==> config.mk <==
export PLATFORM = sky130hd
export DESIGN_NAME = bram_stream_reader
export DESIGN_NICKNAME = d
export VERILOG_FILES = /design/src/rtl/bram_stream_pkg.sv /design/src/rtl/bram_stream_fifo.sv /design/src/rtl/bram_stream_reader.sv
export SDC_FILE = /design/constraint.sdc
export NUM_CORES = 1
export LEC_CHECK = 0
export ABC_AREA = 1
export CORE_MARGIN = 10
export CORE_UTILIZATION = 40
export DETAILED_ROUTE_END_ITERATION = 8
export GPL_ROUTABILITY_DRIVEN = 1
export PLACE_DENSITY = 0.64
export SLEW_MARGIN = 20
export SYNTH_ARGS = -nofsm -noshare
export SYNTH_HDL_FRONTEND = slang
export SYNTH_SLANG_ARGS = --single-unit
export TNS_END_PERCENT = 30
==> constraint.sdc <==
create_clock -name clk_in1 -period 4.61 [get_ports clk_in1]
set_input_delay 0.461 -clock clk_in1 [delete_from_list [all_inputs] [get_ports clk_in1]]
set_output_delay 0.461 -clock clk_in1 [all_outputs]
set_load 0.02 [all_outputs]
==> src/rtl/bram_stream_pkg.sv <==
// rtl/bram_stream_pkg.sv - shared types and sizing helpers for the BRAM stream reader
package bram_stream_pkg;

  typedef enum logic [1:0] {
    ST_IDLE  = 2'd0,
    ST_RUN   = 2'd1,
    ST_DRAIN = 2'd2
  } state_t;

  localparam int MAX_RD_LATENCY = 4;

  // Room for every read that can be in flight plus the registered output stage.
  function automatic int fifo_depth(input int rd_latency);
    return rd_latency + 2;
  endfunction

endpackage

==> src/rtl/bram_stream_fifo.sv <==
// rtl/bram_stream_fifo.sv - first-word-fall-through FIFO with a registered output stage
module bram_stream_fifo #(
  parameter int WIDTH = 65,
  parameter int DEPTH = 4
) (
  input  logic             clk_in1,
  input  logic             aresetn,
  input  logic             wr_en,
  input  logic [WIDTH-1:0] wr_data,
  output logic             rd_valid,
  output logic [WIDTH-1:0] rd_data,
  input  logic             rd_ready
);

  localparam int PW = (DEPTH > 1) ? $clog2(DEPTH) : 1;
  localparam int CW = $clog2(DEPTH + 1);

  logic [WIDTH-1:0] mem [DEPTH];
  logic [PW-1:0]    wr_ptr;
  logic [PW-1:0]    rd_ptr;
  logic [CW-1:0]    count;
  logic             load_out;
  logic             from_mem;
  logic             bypass;
  logic             mem_push;

  // The output register may be refilled when it is empty or being consumed.
  assign load_out = !rd_valid || rd_ready;
  assign from_mem = load_out && (count != '0);
  assign bypass   = load_out && (count == '0) && wr_en;
  assign mem_push = wr_en && !bypass;

  always_ff @(posedge clk_in1 or negedge aresetn) begin
    if (!aresetn) begin
      rd_valid <= 1'b0;
      rd_data  <= '0;
      wr_ptr   <= '0;
      rd_ptr   <= '0;
      count    <= '0;
    end else begin
      if (from_mem) begin
        rd_valid <= 1'b1;
        rd_data  <= mem[rd_ptr];
        rd_ptr   <= (rd_ptr == PW'(DEPTH - 1)) ? '0 : rd_ptr + 1'b1;
      end else if (bypass) begin
        rd_valid <= 1'b1;
        rd_data  <= wr_data;
      end else if (load_out) begin
        rd_valid <= 1'b0;
      end
      if (mem_push) begin
        wr_ptr <= (wr_ptr == PW'(DEPTH - 1)) ? '0 : wr_ptr + 1'b1;
      end
      count <= count + CW'(mem_push) - CW'(from_mem);
    end
  end

  always_ff @(posedge clk_in1) begin
    if (mem_push) begin
      mem[wr_ptr] <= wr_data;
    end
  end

endmodule

==> src/rtl/bram_stream_reader.sv <==
// rtl/bram_stream_reader.sv - reads a BRAM region and emits it as AXI-Stream packets, optionally looping
module bram_stream_reader
  import bram_stream_pkg::*;
#(
  parameter int DATA_WIDTH = 64,
  parameter int ADDR_WIDTH = 12,
  parameter int LEN_WIDTH  = 16,
  parameter int RD_LATENCY = 2
) (
  input  logic                  clk_in1,
  input  logic                  aresetn,
  input  logic                  cmd_valid,
  output logic                  cmd_ready,
  input  logic [ADDR_WIDTH-1:0] cmd_addr,
  input  logic [LEN_WIDTH-1:0]  cmd_len,
  input  logic                  cmd_loop,
  input  logic                  stop,
  output logic                  bram_en,
  output logic [ADDR_WIDTH-1:0] bram_addr,
  input  logic [DATA_WIDTH-1:0] bram_dout,
  output logic [DATA_WIDTH-1:0] m_axis_tdata,
  output logic                  m_axis_tvalid,
  input  logic                  m_axis_tready,
  output logic                  m_axis_tlast,
  output logic                  busy,
  output logic                  done,
  output logic                  err
);

  localparam int LAT = (RD_LATENCY < 1) ? 1 :
                       (RD_LATENCY > MAX_RD_LATENCY) ? MAX_RD_LATENCY : RD_LATENCY;
  localparam int FIFO_DEPTH = fifo_depth(LAT);
  localparam int CW = $clog2(FIFO_DEPTH + 1);

  state_t                state;
  logic [ADDR_WIDTH-1:0] base_addr;
  logic [LEN_WIDTH-1:0]  len_q;
  logic [LEN_WIDTH-1:0]  rem;
  logic                  loop_q;
  logic [CW-1:0]         credit;
  logic [LAT-1:0]        sr_vld;
  logic [LAT-1:0]        sr_last;
  logic                  accept;
  logic                  final_read;
  logic                  beat_hs;
  logic                  fifo_wr;
  logic [DATA_WIDTH:0]   fifo_wdata;
  logic [DATA_WIDTH:0]   fifo_rdata;

  assign accept     = cmd_valid && cmd_ready;
  assign bram_en    = (state == ST_RUN) && (credit < CW'(FIFO_DEPTH));
  assign final_read = bram_en && (rem == LEN_WIDTH'(1));
  assign beat_hs    = m_axis_tvalid && m_axis_tready;
  assign busy       = (state != ST_IDLE);

  always_ff @(posedge clk_in1 or negedge aresetn) begin
    if (!aresetn) begin
      state     <= ST_IDLE;
      cmd_ready <= 1'b0;
      bram_addr <= '0;
      base_addr <= '0;
      len_q     <= '0;
      rem       <= '0;
      loop_q    <= 1'b0;
      done      <= 1'b0;
      err       <= 1'b0;
    end else begin
      done <= 1'b0;
      err  <= 1'b0;
      case (state)
        ST_IDLE: begin
          cmd_ready <= 1'b1;
          if (accept) begin
            base_addr <= cmd_addr;
            bram_addr <= cmd_addr;
            len_q     <= cmd_len;
            rem       <= cmd_len;
            loop_q    <= cmd_loop;
            if (cmd_len == '0) begin
              done <= 1'b1;
              err  <= 1'b1;
            end else begin
              state     <= ST_RUN;
              cmd_ready <= 1'b0;
            end
          end
        end
        ST_RUN: begin
          if (bram_en) begin
            if (rem == LEN_WIDTH'(1)) begin
              // Region boundary: restart without a gap unless looping has been stopped.
              if (loop_q && !stop) begin
                rem       <= len_q;
                bram_addr <= base_addr;
              end else begin
                state <= ST_DRAIN;
              end
            end else begin
              rem       <= rem - 1'b1;
              bram_addr <= bram_addr + 1'b1;
            end
          end
        end
        ST_DRAIN: begin
          if (beat_hs && (credit == CW'(1))) begin
            state     <= ST_IDLE;
            cmd_ready <= 1'b1;
            done      <= 1'b1;
          end
        end
        default: begin
          state     <= ST_IDLE;
          cmd_ready <= 1'b1;
        end
      endcase
    end
  end

  // Credits cover reads in flight and words buffered, so the FIFO can never overflow.
  always_ff @(posedge clk_in1 or negedge aresetn) begin
    if (!aresetn) begin
      credit  <= '0;
      sr_vld  <= '0;
      sr_last <= '0;
    end else begin
      credit     <= credit + CW'(bram_en) - CW'(beat_hs);
      sr_vld[0]  <= bram_en;
      sr_last[0] <= final_read;
      for (int i = 1; i < LAT; i++) begin
        sr_vld[i]  <= sr_vld[i-1];
        sr_last[i] <= sr_last[i-1];
      end
    end
  end

  assign fifo_wr    = sr_vld[LAT-1];
  assign fifo_wdata = {sr_last[LAT-1], bram_dout};

  bram_stream_fifo #(
    .WIDTH(DATA_WIDTH + 1),
    .DEPTH(FIFO_DEPTH)
  ) u_fifo (
    .clk_in1 (clk_in1),
    .aresetn (aresetn),
    .wr_en   (fifo_wr),
    .wr_data (fifo_wdata),
    .rd_valid(m_axis_tvalid),
    .rd_data (fifo_rdata),
    .rd_ready(m_axis_tready)
  );

  assign m_axis_tlast = fifo_rdata[DATA_WIDTH];
  assign m_axis_tdata = fifo_rdata[DATA_WIDTH-1:0];

endmodule

==> metrics.txt <==
area share of the largest cell type after synthesis=0.456; Max stage delay on crit path=around 0.68 ns; initial core utilization=0.406; Fmax=0.331 GHz; Vias/cell=5.20; final global-route overflow total=0; dpl hpwl=24900 um; mapped cell area=17100 um2; Post-CTS Resized=0; most common cell in the netlist=nand2_1; post-route antenna net violation count=0; RSZ-0062 raised after global routing=no; IO Count=about 180; clock-pin slew on the worst setup and hold paths=0.06 ns; CP endpoint kind=primary output; postcts setup bufs=0; Post-Syn Nets=1726; footprint of the multi-input gates=5140 um2; share of cells above drive strength 1=0.0725; Util after Layout=0.495; Tcrit/Tclk final=0.655; Die ar.=51500 um2; Arr. time, crit path=about 2.6 ns; post-synth cell types=38; Post-synth EDFFs=260; ant diodes=0; Reg area=11400 um2; FF+latch count, synth=between 400 and 500; Die Wd=227 um; Clock Skews=0.0200 ns; Primary FF master, synth=edfxtp_1; Core Region=42100 um2; DRC=0; Final Hold Viols=0; yosys warns=0; Total GRT Usage=0.164; Leak=8.14 nW; setup TNS=0 ns; GPL Wtd Cong=roughly 0.82; fin crit period=about 3.0 ns; Hold-fix buffers, CTS=1; metal2 WL=between 15000 and 20000 um; required time of the critical path=4.15 ns; critical path, cell by cell=nor2_8, inv_2, nor2_1, clkdlybuf4s50_1; Root Buffer Master=clkbuf_16; WP buf/inv=2; clk buf depth=3; vias in the first global route=12300; fraction of registers with async set/reset=0.353; P per Cell Area=684 nW/um2; Worst Path Max Fanout=26; Psw=0.00544 W; mean area per synthesized cell=between 10 and 15 um2; max cap viols=0; FP Rows=75; via count=roughly 12000; Buffers on Ports=180; CTS tree=done; largest net degree at the start of global routing=113; Area Growth Syn to Fin=21.7%; CTS H-Tree Depth=2; first-pass GRT wire length=~67000 um; CTS Buf Count=44; Slew Limit Fails=0; Comb pwr share=0.372; Pint=between 0.008 and 0.009 W; Synth area leaders=edfxtp_1, dfrtp_1, nand2_1, o211ai_1, nor2_1; hold crit path type=in2async; Clk pwr share=0.241; Final setup viols=0; routed length per instance=18.0 um; 1st-pass router iterations=5; top cells by count, synth=nand2_1, edfxtp_1, nor2_1; DRT Wirelength=between 40000 and 50000 um; # fillers=3780; initial antenna violation count=5; Yosys top cell by area=edfxtp_1; VDD IR max=between 0.3 and 0.4 mV; crit path launch type=register; worst skew pair latency=0.57 ns; Sw Ratio=0.382; Worst slew margin=0.277; wl on met1=18600 um; Sequential Power Share=0.387; NumNets Final=1882; slowest CP cell=clkdlybuf4s50_1; CTS Sinks=402; Mapped Cells=1614; worst slew pin tran=roughly 1.1 ns; CP Class=reg2out; Top Layer Used=met5; met3 routed WL=~3000 um; Die Y=227 um; status=complete, no violations; drt initial violations=898; crit-path leading delay family=buffers and inverters; post-synthesis sequential area ratio=0.663
==> logic make-up (layout without fill, tap and decap cells) <==
| family | count (synthesis) | after routing | share of synthesized area |
|---|---|---|---|
| AO/OA/AOI/OAI | 285 | 285 | 0.103 |
| XOR/XNOR | 15 | 15 | 0.00767 |
| adder cells (fa/ha/maj) | 14 | 14 | 0.0111 |
| buffers and inverters | 157 | 349 | 0.0390 |
| flip-flops | 402 | 402 | 0.663 |
| AND/OR/NAND/NOR | 741 | 741 | 0.176 |
==> worst register-to-register path: stages, from the launching register on <==
cell and delay (ns):
dfrtp_1 0.43, inv_1 0.08, nor2_1 0.04, inv_1 0.15, nand2_1 0.11, inv_4 0.46, ha_1 0.34, inv_1 0.05
ha_1 0.13, inv_1 0.05, fa_1 0.37, xnor2_1 0.18
==> power by group through the flow <==
| stage | Combinational [W] | Sequential [W] | Clock (W) |
|---|---|---|---|
| after detailed placement | 0.00537 | 0.00557 | 0 |
| after CTS | 0.00539 | 0.00552 | 0.00354 |
| after global routing | 0.00599 | 0.00563 | 0.00369 |
| after global placement | 0.00526 | 0.00556 | 0 |
| after floorplan | 0.00316 | 0.00582 | 0 |
| final | 0.00531 | 0.00551 | 0.00344 |
==> flip-flops by register name (all words and copies together) (netlist names) <==
register and count:
rem 16, cmd_ready 1, u_fifo.wr_ptr 2, state 2, base_addr 12, u_fifo.rd_valid 1
u_fifo.mem 260, u_fifo.rd_ptr 2, sr_last 2, credit 3, u_fifo.count 3, err 1
loop_q 1, len_q 16, sr_vld 2, u_fifo.rd_data 65, done 1, bram_addr 12
==> metal layers <==
layer / track usage / vias to the layer above
li1: - / 5833
met1: 0.210 / 5953
met2: 0.270 / 344
met3: 0.0430 / 57
met4: 0.0450 / 10
met5: 0 / -
==> placed cells by master (no fill, tap or decap), types with 36 or more instances in the layout <==
cell type,count
nand2_1,408
edfxtp_1,260
nor2_1,253
clkdlybuf4s50_1,179
o21ai_0,149
dfrtp_1,141
o211ai_1,130
inv_1,61
clkbuf_16,44
nand3_1,36
==> final timing paths <==
path,cells past startpoint,slack [ns],startpoint,endpoint
worst max-delay path,4,1.59,state[1]$_DFFE_PN0P_,bram_en
worst min-delay path,2,0.35,aresetn,u_fifo.rd_data[45]$_DFFE_PN0P_
worst max register to register,11,2.15,u_fifo.rd_valid$_DFFE_PN0P_,u_fifo.count[2]$_DFF_PN0_
worst min register to register,0,0.35,sr_last[0]$_DFF_PN0_,sr_last[1]$_DFF_PN0_
max in group asynchronous,3,3.25,aresetn,len_q[13]$_DFFE_PN0P_
min in group clk_in1,0,0.35,sr_last[0]$_DFF_PN0_,sr_last[1]$_DFF_PN0_
==> final cells by class <==
type                    count  share of cell area
clock buffers              64              0.0598
flip-flops and latches    402               0.545
repair buffers            198              0.0937
clock inverters            18             0.00895
well taps                 539              0.0324
multi-input cells        1055               0.247
inverters                  69              0.0131
==> through the flow <==
step	cell area, um2	setup WS, ns	power, W	std cells	hold WS, ns
floorplan	17100	0.582	0.00898	1614	0.165
global placement	19400	1.59	0.0108	2262	0.333
detailed placement	19400	1.61	0.0109	2262	0.338
CTS	20800	1.53	0.0145	2345	0.338
global route	20800	1.46	0.0153	2345	0.353
finish	20800	1.59	0.0143	2345	0.347
Note: power is estimated with default switching activity, not from simulation.
